File: config.mk
export PLATFORM = sky130hd
export DESIGN_NAME = stopwatch_lap_ctrl
export DESIGN_NICKNAME = d
export VERILOG_FILES = /design/src/rtl/stopwatch_lap_ctrl.sv
export SDC_FILE = /design/constraint.sdc
export NUM_CORES = 1
export LEC_CHECK = 0
export CAP_MARGIN = 20
export CELL_PAD_IN_SITES_DETAIL_PLACEMENT = 0
export CELL_PAD_IN_SITES_GLOBAL_PLACEMENT = 1
export CORE_UTILIZATION = 30
export DETAILED_ROUTE_END_ITERATION = 12
export PLACE_DENSITY = 0.55
export SLEW_MARGIN = 15
export SYNTH_ARGS = -nofsm -noshare
export SYNTH_HDL_FRONTEND = slang
export SYNTH_SLANG_ARGS = --single-unit
File: constraint.sdc
create_clock -name clk -period 3.5 [get_ports clk]
set_input_delay 0.35 -clock clk [delete_from_list [all_inputs] [get_ports clk]]
set_output_delay 0.35 -clock clk [all_outputs]
set_load 0.05 [all_outputs]
File: src/rtl/stopwatch_lap_ctrl.sv
// Stopwatch with lap capture: a BCD count advanced by a 10 ms prescaler, plus a
// free-running writer that mirrors the running and lap times into a character RAM.
module stopwatch_lap_ctrl #(
  parameter int CLK_DIV   = 500000,
  parameter int DIGITS    = 5,
  parameter int MAIN_ADDR = 0,
  parameter int LAP_ADDR  = 16
) (
  input  logic       clk,
  input  logic       rst,
  input  logic       start_stop,
  input  logic       lap,
  output logic       we,
  output logic [5:0] write_address,
  output logic [7:0] ram_in,
  output logic       running,
  output logic       overflow
);

  localparam int PW    = $clog2(CLK_DIV);
  localparam int CW    = DIGITS * 4;
  localparam int SEQ_N = 2 * (DIGITS + 1);
  localparam int SW    = $clog2(SEQ_N);
  localparam logic [PW-1:0] PRE_LAST  = PW'(CLK_DIV - 1);
  localparam logic [5:0]    MAIN_BASE = 6'(MAIN_ADDR % 64);
  localparam logic [5:0]    LAP_BASE  = 6'(LAP_ADDR % 64);

  typedef enum logic [1:0] {S_IDLE, S_RUN, S_STOP} state_t;

  state_t        state_reg;
  logic [PW-1:0] presc_reg;
  logic [CW-1:0] count_reg;
  logic [CW-1:0] lap_reg;
  logic          overflow_reg;
  logic          running_reg;

  logic          tick;
  logic [CW-1:0] count_next;
  logic          all_nines;

  assign tick = (state_reg == S_RUN) && (presc_reg == PRE_LAST);

  // Ripple decimal increment; the carry surviving the top digit means all-9s.
  always_comb begin
    logic c;
    c          = 1'b1;
    count_next = count_reg;
    for (int k = 0; k < DIGITS; k++) begin
      if (c) begin
        if (count_reg[k*4 +: 4] == 4'd9) begin
          count_next[k*4 +: 4] = 4'd0;
        end else begin
          count_next[k*4 +: 4] = count_reg[k*4 +: 4] + 4'd1;
          c = 1'b0;
        end
      end
    end
    all_nines = c;
  end

  always_ff @(posedge clk or negedge rst) begin
    if (!rst) begin
      state_reg    <= S_IDLE;
      presc_reg    <= '0;
      count_reg    <= '0;
      lap_reg      <= '0;
      overflow_reg <= 1'b0;
      running_reg  <= 1'b0;
    end else begin
      case (state_reg)
        S_IDLE: begin
          presc_reg <= '0;
          if (start_stop) begin
            state_reg   <= S_RUN;
            running_reg <= 1'b1;
          end
        end
        S_RUN: begin
          if (tick) begin
            presc_reg <= '0;
            if (all_nines) begin
              overflow_reg <= 1'b1;
              state_reg    <= S_STOP;
              running_reg  <= 1'b0;
            end else begin
              count_reg <= count_next;
            end
          end else begin
            presc_reg <= presc_reg + PW'(1);
          end
          // Captures the pre-increment value when a tick lands on the same cycle.
          if (lap && !start_stop) lap_reg <= count_reg;
          if (start_stop) begin
            state_reg   <= S_STOP;
            running_reg <= 1'b0;
          end
        end
        S_STOP: begin
          if (start_stop && !overflow_reg) begin
            state_reg   <= S_RUN;
            running_reg <= 1'b1;
          end else if (lap) begin
            state_reg    <= S_IDLE;
            presc_reg    <= '0;
            count_reg    <= '0;
            lap_reg      <= '0;
            overflow_reg <= 1'b0;
          end
        end
        default: begin
          state_reg   <= S_IDLE;
          running_reg <= 1'b0;
        end
      endcase
    end
  end

  assign running  = running_reg;
  assign overflow = overflow_reg;

  logic [SW-1:0] seq_reg;
  logic          started_reg;
  logic          we_reg;
  logic [5:0]    addr_reg;
  logic [7:0]    char_reg;

  logic          lap_field;
  logic [SW-1:0] pos;
  logic [SW-1:0] dig_idx;
  logic [CW-1:0] src;
  logic [3:0]    digit;
  logic [7:0]    char_next;
  logic [5:0]    addr_next;

  always_comb begin
    lap_field = (seq_reg > SW'(DIGITS));
    pos       = lap_field ? (seq_reg - SW'(DIGITS + 1)) : seq_reg;
    src       = lap_field ? lap_reg : count_reg;
    addr_next = (lap_field ? LAP_BASE : MAIN_BASE) + 6'(pos);
    dig_idx   = (pos < SW'(DIGITS - 2)) ? (SW'(DIGITS - 1) - pos) : (SW'(DIGITS) - pos);
    digit     = 4'd0;
    for (int k = 0; k < DIGITS; k++) begin
      if (dig_idx == SW'(k)) digit = src[k*4 +: 4];
    end
    char_next = (pos == SW'(DIGITS - 2)) ? 8'h2E : {4'h3, digit};
  end

  // The first cycle after reset release only arms the writer.
  always_ff @(posedge clk or negedge rst) begin
    if (!rst) begin
      started_reg <= 1'b0;
      seq_reg     <= '0;
      we_reg      <= 1'b0;
      addr_reg    <= '0;
      char_reg    <= '0;
    end else begin
      started_reg <= 1'b1;
      if (started_reg) begin
        we_reg   <= 1'b1;
        addr_reg <= addr_next;
        char_reg <= char_next;
        seq_reg  <= (seq_reg == SW'(SEQ_N - 1)) ? '0 : seq_reg + SW'(1);
      end
    end
  end

  assign we            = we_reg;
  assign write_address = addr_reg;
  assign ram_in        = char_reg;

endmodule
==> impl_metrics.prom <==
# TYPE chip_impl_metric gauge
chip_impl_metric{name="slew_headroom",unit="%"} 45.5
chip_impl_metric{name="buffer_ports.inserted",unit=""} 17
chip_impl_metric{name="buffer_levels_on_the_longest_clock_path",unit=""} 2
chip_impl_metric{name="period_needed",unit="ns"} 3.22
chip_impl_metric{name="vdd.ir_drop.worst",unit="V"} 0.000302
chip_impl_metric{name="drv_cap",unit=""} 0
chip_impl_metric{name="avgRoutedWirePerCell",unit="um"} 15.5
chip_impl_metric{name="post_cts_sizing",unit=""} 0
chip_impl_info{name="critical_path.startpoint_type",value="flop"} 1
chip_impl_metric{name="route.detailed.drc",unit=""} 0
chip_impl_metric{name="final.setup_skew",unit="ns"} 0.0109
chip_impl_metric{name="power_density",unit="mW/mm^2"} 904
chip_impl_metric{name="start_util",unit="%"} 30.7
chip_impl_metric{name="register_area",unit="mm^2"} 0.00198
chip_impl_metric{name="ff2ff_setup_slack",unit="ns"} 0.28
chip_impl_metric{name="initialDrtViolationCount",unit=""} 296
chip_impl_metric{name="cts_setup_buffers",unit=""} 0
chip_impl_metric{name="finalSetupViolCount",unit=""} 0
chip_impl_metric{name="drt_pre_antenna_iters",unit=""} 4
chip_impl_metric{name="track_usage",unit="%"} 15.5
chip_impl_info{name="criticalPathCategory",value="flop to flop"} 1
chip_impl_metric{name="number_of_pins_with_negative_max_slew_slack_in_the_final_report",unit=""} 0
chip_impl_info{name="synthFlopType",value="sky130_fd_sc_hd__dfrtp_1"} 1
chip_impl_metric{name="htree_num_levels",unit=""} 3
chip_impl_metric{name="grt_start_max_net_pins",unit=""} 60
chip_impl_metric{name="fmaxAchievable",unit="MHz"} 311
chip_impl_metric{name="place_hpwl",unit="um"} 8150
chip_impl_metric{name="placedInstanceArea",unit="mm^2"} 0.00504
chip_impl_metric{name="synth_top_area_share",unit="%"} 42.5
chip_impl_metric{name="clk-insertion-delay-late",unit="ns"} 0.34
chip_impl_info{name="layout_commonest_cell",value="sky130_fd_sc_hd__nand2_1"} 1
chip_impl_metric{name="power.total",unit="mW"} 4.84
chip_impl_info{name="cts_tree",value="done"} 1
chip_impl_metric{name="grt_overflow",unit=""} 0
chip_impl_metric{name="proportion_of_register_bits_with_asynchronous_set_or_reset_after_synthesis",unit="%"} 100
chip_impl_metric{name="cts.sinks",unit=""} 79
chip_impl_metric{name="ys_seq_area_share",unit="%"} 42.5
chip_impl_info{name="ys_top_cells_by_area",value="sky130_fd_sc_hd__dfrtp_1 43%, sky130_fd_sc_hd__nand2_1 7.3%, sky130_fd_sc_hd__o21ai_0 6.2%"} 1
chip_impl_metric{name="timing.final.hold_violations",unit=""} 0
chip_impl_metric{name="cts.clk_slew.worst_paths",unit="ns"} 0.07
chip_impl_metric{name="die-area",unit="mm^2"} 0.0160
chip_impl_metric{name="whs",unit="ns"} 0.0782
chip_impl_metric{name="fp.coreArea",unit="mm^2"} 0.0151
chip_impl_metric{name="timing.critical_path.fanout_max",unit=""} 8
chip_impl_metric{name="tightest_slew",unit="ns"} 0.818
chip_impl_metric{name="cts.hold.buffers_added",unit=""} 0
chip_impl_info{name="run_status",value="finished, final reports clean"} 1
chip_impl_metric{name="tns",unit="ns"} 0
chip_impl_metric{name="postSynthCellCount",unit=""} 536
chip_impl_metric{name="syn-mean-instance-area",unit="um^2"} 8.67
chip_impl_info{name="clock-root-buffer",value="sky130_fd_sc_hd__clkbuf_16"} 1
chip_impl_metric{name="gp_congestion",unit=""} 0.801
chip_impl_metric{name="power.leakage",unit="nW"} 2.25
chip_impl_metric{name="totalWireLength",unit="um"} 11600
chip_impl_metric{name="viasPerCell",unit=""} 5.22
chip_impl_metric{name="number_of_placement_rows",unit=""} 45
chip_impl_metric{name="num_antenna_cells",unit=""} 0
chip_impl_metric{name="die_x",unit="um"} 126
chip_impl_info{name="layout_common_cells",value="90 x sky130_fd_sc_hd__nand2_1, 79 x sky130_fd_sc_hd__dfrtp_1, 58 x sky130_fd_sc_hd__o21ai_0"} 1
chip_impl_metric{name="numCtsBuffers",unit=""} 9
chip_impl_metric{name="period_share",unit="%"} 92.0
chip_impl_metric{name="multi_input_combinational_cell_area",unit="mm^2"} 0.00248
chip_impl_info{name="timing.hold.worst.class",value="primary input to asynchronous set/reset pin"} 1
chip_impl_metric{name="yosys_warnings",unit=""} 0
chip_impl_metric{name="syn-cell-area",unit="mm^2"} 0.00465
chip_impl_metric{name="finalNetCount",unit=""} 577
chip_impl_metric{name="grt_pass1_vias",unit=""} 3788
chip_impl_info{name="worst_setup_path_end_kind",value="flop"} 1
chip_impl_metric{name="final_cell_area",unit="mm^2"} 0.00535
chip_impl_metric{name="fillCellCount",unit=""} 1577
chip_impl_metric{name="routed-via-count",unit=""} 3913
chip_impl_metric{name="final_antenna_net_count",unit=""} 0
chip_impl_metric{name="yosys.cell_types.count",unit=""} 62
chip_impl_metric{name="synth-edff-count",unit=""} 0
chip_impl_metric{name="timing.critical_path.required",unit="ns"} 3.73
chip_impl_metric{name="die_h",unit="um"} 126
chip_impl_info{name="rsz0062_at_grt",value="false"} 1
chip_impl_metric{name="grt_pass1_wl",unit="um"} 19700
chip_impl_metric{name="number_of_antenna_violations_at_the_first_check_in_global_routing",unit=""} 0
chip_impl_info{name="synthDominantAreaCellType",value="sky130_fd_sc_hd__dfrtp_1"} 1
chip_impl_metric{name="boundaryPins",unit=""} 21
chip_impl_metric{name="layout-drive-gt1-share",unit="%"} 9.07
chip_impl_metric{name="flops_latches_synth",unit=""} 79
chip_impl_metric{name="areaGrowthSynthToFinish",unit="%"} 15.2
chip_impl_metric{name="critPathArrivalTime",unit="ns"} 3.45
[worst paths after layout]
kind / startpoint / end / cells past startpoint
worst min-delay path: rst / we / 1
worst min register to register: lap_reg[4] / lap_reg[4] / 2
min in group clk: lap_reg[4] / lap_reg[4] / 2
worst max-delay path: seq_reg[0] / ram_in[0] / 11
max in group asynchronous: rst / lap_reg[1] / 2
worst max register to register: seq_reg[0] / ram_in[0] / 11
[stage by stage]
step                cells  util (%)  worst slack (ns)
floorplan             538         -             0.440
global placement      732      33.3             0.352
detailed placement    732      33.3             0.247
CTS                   748      35.2             0.218
global route          750      35.3            0.0500
finish                750      35.3             0.280
[report_power, final]
group	total, mW	internal [mW]	switching [mW]	leakage [nW]
Clock	0.912	0.488	0.423	0.129
Sequential	1.41	1.16	0.242	1.02
Combinational	2.52	0.992	1.53	1.11
Total	4.84	2.64	2.20	2.25
[layout make-up]
type	count	share of cell area, %
clock inverters	7	1.08
well taps	188	4.39
flip-flops and latches	79	36.9
clock buffers	9	4.21
inverters	20	1.40
repair buffers	33	5.61
multi-input cells	414	46.4
[cell families after synthesis]
| logic type | after synthesis | synth area share [%] |
|---|---|---|
| compound gates | 158 | 22.2 |
| other cells | 2 | 0.162 |
| buf+inv | 45 | 4.22 |
| flops | 79 | 42.5 |
| mux | 13 | 3.34 |
| fa+ha+maj | 16 | 4.31 |
| simple gates | 218 | 22.3 |
| xor+xnor | 5 | 0.942 |
[synthesized netlist by cell type (all sizes together), types with 5 or more instances]
master,number
o31ai,15
nor2b,8
or3,5
dfrtp,79
clkbuf,18
a21o,6
a21oi,28
mux2,7
o41ai,6
or2,5
a31oi,5
and3,5
mux2i,5
nand3,25
inv,20
xnor2,5
o21ai,62
a311oi,6
ha,16
buf,7
nand2,90
nor2,40
nand2b,6
nor3,9
[metal layers]
layer | vias to the layer above | share of wire [%] | track usage [%]
li1 | 1980 | - | -
met1 | 1868 | 48 | 19.8
met2 | 51 | 48 | 26.5
met3 | 14 | 2.1 | 2.24
met4 | 0 | 1.5 | 6.17
met5 | - | 0 | 0
[worst max-delay path, stage by stage (launching register included)]
cell and delay (ns):
sky130_fd_sc_hd__dfrtp_1 0.46, sky130_fd_sc_hd__inv_1 0.11, sky130_fd_sc_hd__ha_1 0.26, sky130_fd_sc_hd__nor3b_1 0.10
sky130_fd_sc_hd__o211ai_1 0.32, sky130_fd_sc_hd__inv_1 0.17, sky130_fd_sc_hd__ha_1 0.26, sky130_fd_sc_hd__a221oi_4 0.41
sky130_fd_sc_hd__xnor2_1 0.20, sky130_fd_sc_hd__mux4_1 0.31, sky130_fd_sc_hd__a32o_1 0.28, sky130_fd_sc_hd__o31a_1 0.23
No activity file was read; power rests on OpenSTA's default activity.
==> edit (config.mk and constraints unchanged) <==
Encoding of `state_t`: now one-hot (3 bits for 3 states).
--- a/src/rtl/stopwatch_lap_ctrl.sv
+++ b/src/rtl/stopwatch_lap_ctrl.sv
@@ -25,7 +25,7 @@
   localparam logic [5:0]    MAIN_BASE = 6'(MAIN_ADDR % 64);
   localparam logic [5:0]    LAP_BASE  = 6'(LAP_ADDR % 64);
 
-  typedef enum logic [1:0] {S_IDLE, S_RUN, S_STOP} state_t;
+  typedef enum logic [2:0] {S_IDLE = 3'b001, S_RUN = 3'b010, S_STOP = 3'b100} state_t;
 
   state_t        state_reg;
   logic [PW-1:0] presc_reg;
Function: same outputs for any inputs over 10 cycles, from zero or initial values and one cycle with rst low; not proved beyond that.
==> edit against the unedited design <==
- total power grew 4.5%
- cell area grew 2.5%
- wire length grew 1.1%
- area after synthesis grew 2.2%
- sequential cell count grew 1
- via count grew 2.4%
- worst setup slack gained 0.041 ns
==> edit: results <==
export IMPL_cp_max_fo=12
export IMPL_worstMarginPinSlew_ns=0.8788
export IMPL_pre_cts_slack_ns=0.3917
export IMPL_synth_area_leaders="dfrtp_1 42%, nand2_1 7.2%, o21ai_0 6.2%"
export IMPL_finClkSkew_ns=0.007477
export IMPL_wl_per_cell_um=14.85
export IMPL_avgViaCountPerCell=5.073
export IMPL_synth_fa_ha_area_share_pct=4.212
export IMPL_ys_seq_area_share_pct=42.14
export IMPL_dp_hpwl_mm=8.451
export IMPL_synth_edf_count=0
export IMPL_synth_xor_area_share_pct=1.290
export IMPL_nets=594
export IMPL_synth_cell_types=68
export IMPL_leakage_nw=2.286
export IMPL_synth_commonest_cells="91 x nand2_1, 79 x dfrtp_1, 59 x o21ai_0, 48 x nor2_1, 35 x a21oi_1"
export IMPL_status="completed"
export IMPL_irDropWorstVdd_uv=260.4
export IMPL_grt_pass1_vias=3975
export IMPL_synth_compound_area_share_pct=19.08
export IMPL_gp_congestion=0.9062
export IMPL_synth_mux_area_fraction_pct=4.606
export IMPL_drtIter0Drc=230
export IMPL_fill_cells=1594
export IMPL_drive_above_1_share_pct=9.154
export IMPL_grt_pass1_wl_mm=20.01
export IMPL_post_cts_resized=0
export IMPL_intPower_w=0.002766
export IMPL_worstPathArrival_ns=3.41
export IMPL_globalRouteTotalUtil_pct=15.60
export IMPL_slowest_delay_ns=0.54
export IMPL_combPwrFrac_pct=51.1
export IMPL_grt_max_degree=41
-- edit: cell types whose count changed after synthesis, sizes merged, moves of 6 or more --
cell    before  now
a21oi       28   35
a311oi       6    0
inv         20   14
mux2i        5   14
nand3       25   18
nand4        3   11
nor2        40   49
or3          5   11
-- edit: final cells by class --
type	count	area share, %
Multi-Input combinational cell	435	46.74
Inverter	15	1.026
Clock buffer	11	4.608
Tap cell	211	4.813
Clock inverter	5	1.004
Sequential cell	80	36.52
Timing Repair Buffer	33	5.292
-- edit: metrics by stage --
stage | cells | hold WS, ns | instance area [um2] | power (W)
final | 790 | 0.4763 | 5485 | 0.005056
after global routing | 790 | 0.4992 | 5485 | 0.005472
after CTS | 790 | 0.4844 | 5485 | 0.005122
after detailed placement | 773 | 0.3799 | 5167 | 0.004108
after global placement | 773 | 0.3738 | 5167 | 0.004111
after floorplan | 561 | 0.05441 | 4761 | 0.003348
-- edit: path summary, 6_finish.rpt --
kind / start / endpoint / slack (ns) / depth (start not counted)
max: seq_reg[1] / ram_in[0] / 0.32 / 12
min: ram_in[4] / ram_in[4] / 0.48 / 1
max reg2reg: seq_reg[1] / ram_in[0] / 0.32 / 12
min reg2reg: ram_in[4] / ram_in[4] / 0.48 / 1
max in group asynchronous: rst / presc_reg[10] / 2.24 / 3
min in group asynchronous: rst / lap_reg[14] / 0.52 / 2
-- edit: metal layers --
layer | vias to the layer above | share of wire [%] | wire, um | global-route usage [%]
met2 | 52 | 47 | 5500 | 26.09
li1 | 2016 | - | - | -
met1 | 1927 | 49 | 5790 | 20.07
met5 | - | 0 | 0 | 0
met4 | 0 | 1.7 | 203 | 6.367
met3 | 13 | 2.0 | 240 | 2.462
-- edit: timing repair --
item | 4_1_cts | 5_1_grt
setup endpoints to repair | 0 | 0
hold buffers | 1 | 0
hold endpoints to repair | 7 | 0
